--- src/rtl/alu_op_sequencer.sv ---
// Multi-cycle initiator: accepts one ALU instruction, reads the bank, captures the ALU result, writes back, retires.
// Optional ALU_SEQ_FLAGS_EN adds registered out_zero / out_neg result flags.
module alu_op_sequencer #(
    parameter int ADDR_W = 4,
    parameter int DATA_W = 32,
    parameter int OP_W   = 4
) (
    input  logic              clk,
    input  logic              rst_n,
    input  logic              in_valid,
    output logic              in_ready,
    input  logic [OP_W-1:0]   in_op,
    input  logic [ADDR_W-1:0] in_rs1,
    input  logic [ADDR_W-1:0] in_rs2,
    input  logic [ADDR_W-1:0] in_rd,
    output logic [ADDR_W-1:0] read_reg1,
    output logic [ADDR_W-1:0] read_reg2,
    output logic [OP_W-1:0]   opcode,
    input  logic [DATA_W-1:0] alu_result,
    output logic [ADDR_W-1:0] write_reg,
    output logic [DATA_W-1:0] write_data,
    output logic              write_enable,
    output logic              out_valid,
    input  logic              out_ready,
    output logic [DATA_W-1:0] out_result,
    output logic [ADDR_W-1:0] out_rd
`ifdef ALU_SEQ_FLAGS_EN
    ,
    output logic              out_zero,
    output logic              out_neg
`endif
);

    localparam logic [1:0] S_IDLE = 2'd0;
    localparam logic [1:0] S_EXEC = 2'd1;
    localparam logic [1:0] S_WB   = 2'd2;
    localparam logic [1:0] S_DONE = 2'd3;

    logic [1:0]        r_state;
    logic [1:0]        w_next_state;
    logic              w_accept;
    logic              r_in_ready;
    logic              r_we;
    logic              r_out_valid;
    logic [OP_W-1:0]   r_op;
    logic [ADDR_W-1:0] r_rs1;
    logic [ADDR_W-1:0] r_rs2;
    logic [ADDR_W-1:0] r_rd;
    logic [DATA_W-1:0] r_result;

    assign w_accept = in_valid && r_in_ready && (r_state == S_IDLE);

    always_comb begin
        w_next_state = r_state;
        case (r_state)
            S_IDLE:  if (w_accept) w_next_state = S_EXEC;
            S_EXEC:  w_next_state = S_WB;
            S_WB:    w_next_state = S_DONE;
            S_DONE:  if (out_ready) w_next_state = S_IDLE;
            default: w_next_state = S_IDLE;
        endcase
    end

    // Handshake/strobe outputs are registered off the next state so none is combinational from inputs.
    always_ff @(posedge clk or negedge rst_n) begin
        if (!rst_n) begin
            r_state     <= S_IDLE;
            r_in_ready  <= 1'b0;
            r_we        <= 1'b0;
            r_out_valid <= 1'b0;
            r_op        <= '0;
            r_rs1       <= '0;
            r_rs2       <= '0;
            r_rd        <= '0;
            r_result    <= '0;
        end else begin
            r_state     <= w_next_state;
            r_in_ready  <= (w_next_state == S_IDLE);
            r_we        <= (w_next_state == S_WB);
            r_out_valid <= (w_next_state == S_DONE);
            if (w_accept) begin
                r_op  <= in_op;
                r_rs1 <= in_rs1;
                r_rs2 <= in_rs2;
                r_rd  <= in_rd;
            end
            if (r_state == S_EXEC) begin
                r_result <= alu_result;
            end
        end
    end

`ifdef ALU_SEQ_FLAGS_EN
    logic r_zero;
    logic r_neg;

    always_ff @(posedge clk or negedge rst_n) begin
        if (!rst_n) begin
            r_zero <= 1'b0;
            r_neg  <= 1'b0;
        end else if (r_state == S_EXEC) begin
            r_zero <= (alu_result == '0);
            r_neg  <= alu_result[DATA_W-1];
        end
    end

    assign out_zero = r_zero;
    assign out_neg  = r_neg;
`endif

    assign in_ready     = r_in_ready;
    assign read_reg1    = r_rs1;
    assign read_reg2    = r_rs2;
    assign opcode       = r_op;
    assign write_reg    = r_rd;
    assign write_data   = r_result;
    assign write_enable = r_we;
    assign out_valid    = r_out_valid;
    assign out_result   = r_result;
    assign out_rd       = r_rd;

endmodule

--- config.mk ---
export PLATFORM = sky130hd
export DESIGN_NAME = alu_op_sequencer
export DESIGN_NICKNAME = d
export VERILOG_FILES = /design/src/rtl/alu_op_sequencer.sv
export SDC_FILE = /design/constraint.sdc
export NUM_CORES = 1
export LEC_CHECK = 0
export BUFFER_PORTS_ARGS = -buffer_cell sky130_fd_sc_hd__buf_2
export CAP_MARGIN = 0
export CORE_AREA = 4 4 86 88
export DETAILED_ROUTE_END_ITERATION = 10
export DIE_AREA = 0 0 90 92
export PLACE_DENSITY_LB_ADDON = 0.1
export SETUP_SLACK_MARGIN = 0.05
export SLEW_MARGIN = 5
export SYNTH_ARGS = -nofsm -noshare
export SYNTH_HDL_FRONTEND = slang
export SYNTH_SLANG_ARGS = --single-unit
--- constraint.sdc ---
create_clock -name clk -period 1.5 [get_ports clk]
set_input_delay 0.075 -clock clk [delete_from_list [all_inputs] [get_ports clk]]
set_output_delay 0.075 -clock clk [all_outputs]
set_load 0.005 [all_outputs]
==> impl_metrics.tcl <==
set metrics [dict create \
    fin_crit_sh_pct 93.7 \
    finClkSkew_ns 0.00794 \
    max_freq_mhz 712 \
    critPathKind "flip-flop to flip-flop" \
    postCtsSetupBuffers 0 \
    met2_length_mm 2.77 \
    setup_tns_ns 0 \
    n_fill_cell 611 \
    pwr-share-seq_pct 43.0 \
    switching_share_pct 31.5 \
    ys_seq_elements 53 \
    ys_types 15 \
    root_buffer "clkbuf_8" \
    drive_above_1_share_pct 61.2 \
    grt_setup_unrepaired "true" \
    post-route-cell-area_mm2 0.00334 \
    grt.overflow.total 0 \
    port_buffers 138 \
    fin_crit_ns 1.41 \
    ant_nets 0 \
    num_rows 30 \
    start_kind "flip-flop" \
    die_h_um 92 \
    grt_pass1_wl_mm 8.26 \
    critPathMaxFanout 16 \
    wl_per_cell_um 13.0 \
    gp_congestion 0.724 \
    cp.arrival_ns 1.59 \
    drt_drc_violations_left 0 \
    syn_nets 206 \
    seqCellArea_mm2 0.00133 \
    multiInputGateArea_um2 613 \
    grt_pass1_vias 1716 \
    clkTransAtPathRegs_ns 0.09 \
    grt_usage_pct 12.4 \
    numCtsBuffers 5 \
    outcome "finished, final reports clean" \
    clockBufferDepth 2 \
    final_hold_viol_count 0 \
    syn_to_final_growth_pct 48.4 \
    vias 1655 \
    post_cts_resized 0 \
    grt_max_degree 54 \
    clockPowerShare_pct 12.6 \
    synth.avg_cell_area_um2 14.6 \
    routed-wl-met3_um 378 \
    antenna_found_initial 0 \
    diodes 0 \
    cts_max_level 2 \
    max_stage_delay_ns 0.42 \
    cap_violations 0 \
    worst_path_max_delay_cell "dfrtp_1" \
    firstDrtPassIters 4 \
    wl_met1_mm 1.83 \
    vdd_drop_max_mv 0.758 \
    detail_route.vias_per_cell 4.28 \
    die_x_um 90 \
    totalWireLength_mm 5.03 \
    place_inst 335 \
    synth_cells 154 \
    drt_iter0_markers 36 \
    core_area_mm2 0.00664 \
    pre_cts_slack_ns 0.0751 \
    yosysSeqAreaShare_pct 59.0 \
    power.internal_uw 4130 \
    power_density_mw_per_mm2 1810 \
    synthesis.area_mm2 0.00225 \
    critPathRequiredTime_ns 1.69 \
    p_comb_share_pct 44.4 \
    finalSetupViolations 0 \
    yosysWarningCount 0 \
    ios 139 \
    dp_hpwl_mm 3.39 \
    instances_no_fill 387 \
    slew_violations 0 \
    cts_tree "yes" \
    worstHoldPathType "input port to flip-flop" \
    clk-insertion-delay-late_ns 0.30 \
    cp_cell_sequence "nor4bb_4, buf_12, mux2_2" \
    initial_core_util_pct 33.8 \
    slew_headroom_pct 81.6 \
    tightest_slew_ns 0.276 \
    p_leak_uw 0.00170 \
    die-area_mm2 0.00828 \
    p_sw_uw 1900 \
    place_area_mm2 0.00281 \
    top_layer "met4" \
    cts_sinks 53 \
    fin_nets 358 \
    worst_slack_ns 0.0946 \
    end_kind "flip-flop" \
]
[stage by stage]
step | hold slack, ns | total power (uW) | util (%)
detailed placement | 0.0939 | 5270 | 42.3
finish | 0.0129 | 6040 | 50.2
global route | 0.00117 | 6540 | 50.2
floorplan | -0.221 | 4420 | -
global placement | 0.0996 | 5250 | 42.3
CTS | 0.000467 | 6150 | 49.9
[critical path, delay by kind of cell, from the launching register on]
kind	cells	cell delay (ns)
DFF	1	0.42
buffers and inverters	1	0.19
and+or+nand+nor	1	0.35
muxes	1	0.34
[cells in the mapped netlist]
cell type	n	area share [%]
a211o_1	1	0.39
a21oi_1	2	0.45
buf_2	1	0.22
buf_4	40	13
buf_6	1	0.50
dfrtp_1	53	59
inv_1	2	0.33
mux2_1	10	5.0
mux2_2	38	19
nand2_1	1	0.17
nand2b_1	1	0.28
nand3_1	1	0.22
nor4bb_1	1	0.45
o21a_1	1	0.33
o22ai_1	1	0.28
[registers in the layout, summed over array words and instances, names as in the netlist]
name and flops:
in_ready 1, opcode 4, out_rd 4, out_result 32
out_valid 1, r_state 2, read_reg1 4, read_reg2 4
write_enable 1
[cells by family after synthesis]
| kind of cell | share of synthesized area (%) |
|---|---|
| flip-flops | 59.0 |
| multiplexers | 24.0 |
| buffers and inverters | 14.4 |
| AO/OA/AOI/OAI | 1.45 |
| AND/OR/NAND/NOR | 1.11 |
[cell usage in the layout (no fill, tap or decap), types with 2 or more instances in the layout]
cell type	n
mux2_2	38
dlygate4sd3_1	44
buf_12	3
clkbuf_1	2
buf_4	2
buf_2	138
clkbuf_8	5
inv_1	2
mux2_1	10
a21oi_1	2
dfrtp_1	53
[power by group through the flow]
| stage | sequential, uW | combinational (uW) | clock, uW |
|---|---|---|---|
| global placement | 2630 | 2620 | 0 |
| finish | 2600 | 2680 | 761 |
| global route | 2720 | 2940 | 881 |
| CTS | 2610 | 2720 | 825 |
| detailed placement | 2630 | 2640 | 0 |
| floorplan | 2700 | 1730 | 0 |
[repair_timing]
| action | CTS | global route |
|---|---|---|
| endpoints found under the hold margin | 95 | 2 |
| hold buffers | 42 | 2 |
| setup endpoints to repair | 0 | 16 |
[routing by layer]
layer / track usage [%] / up-vias
met5: 0 / -
met4: 3.83 / 0
met3: 4.76 / 4
met2: 22.0 / 71
met1: 13.6 / 794
li1: - / 786
[final timing paths]
path	endpoint	startpoint	slack [ns]	cells past startpoint
min in group asynchronous	read_reg1[1]	rst_n	0.31	3
setup reg to reg	read_reg2[2]	r_state[1]	0.09	3
hold reg to reg	read_reg1[2]	read_reg1[2]	0.48	1
max in group asynchronous	out_rd[0]	rst_n	0.97	3
setup / recovery	read_reg2[2]	r_state[1]	0.09	3
hold / removal	out_result[2]	alu_result[2]	0.01	2
[layout make-up]
cell class                      count  area share [%]
Inverter                            2           0.225
Clock buffer                        7            2.29
Tap cell                           80            3.00
Timing Repair Buffer              187            36.1
Clock inverter                      1           0.225
Sequential cell                    53            39.7
Multi-Input combinational cell     57            18.4
(Power assumes the default switching activity.)
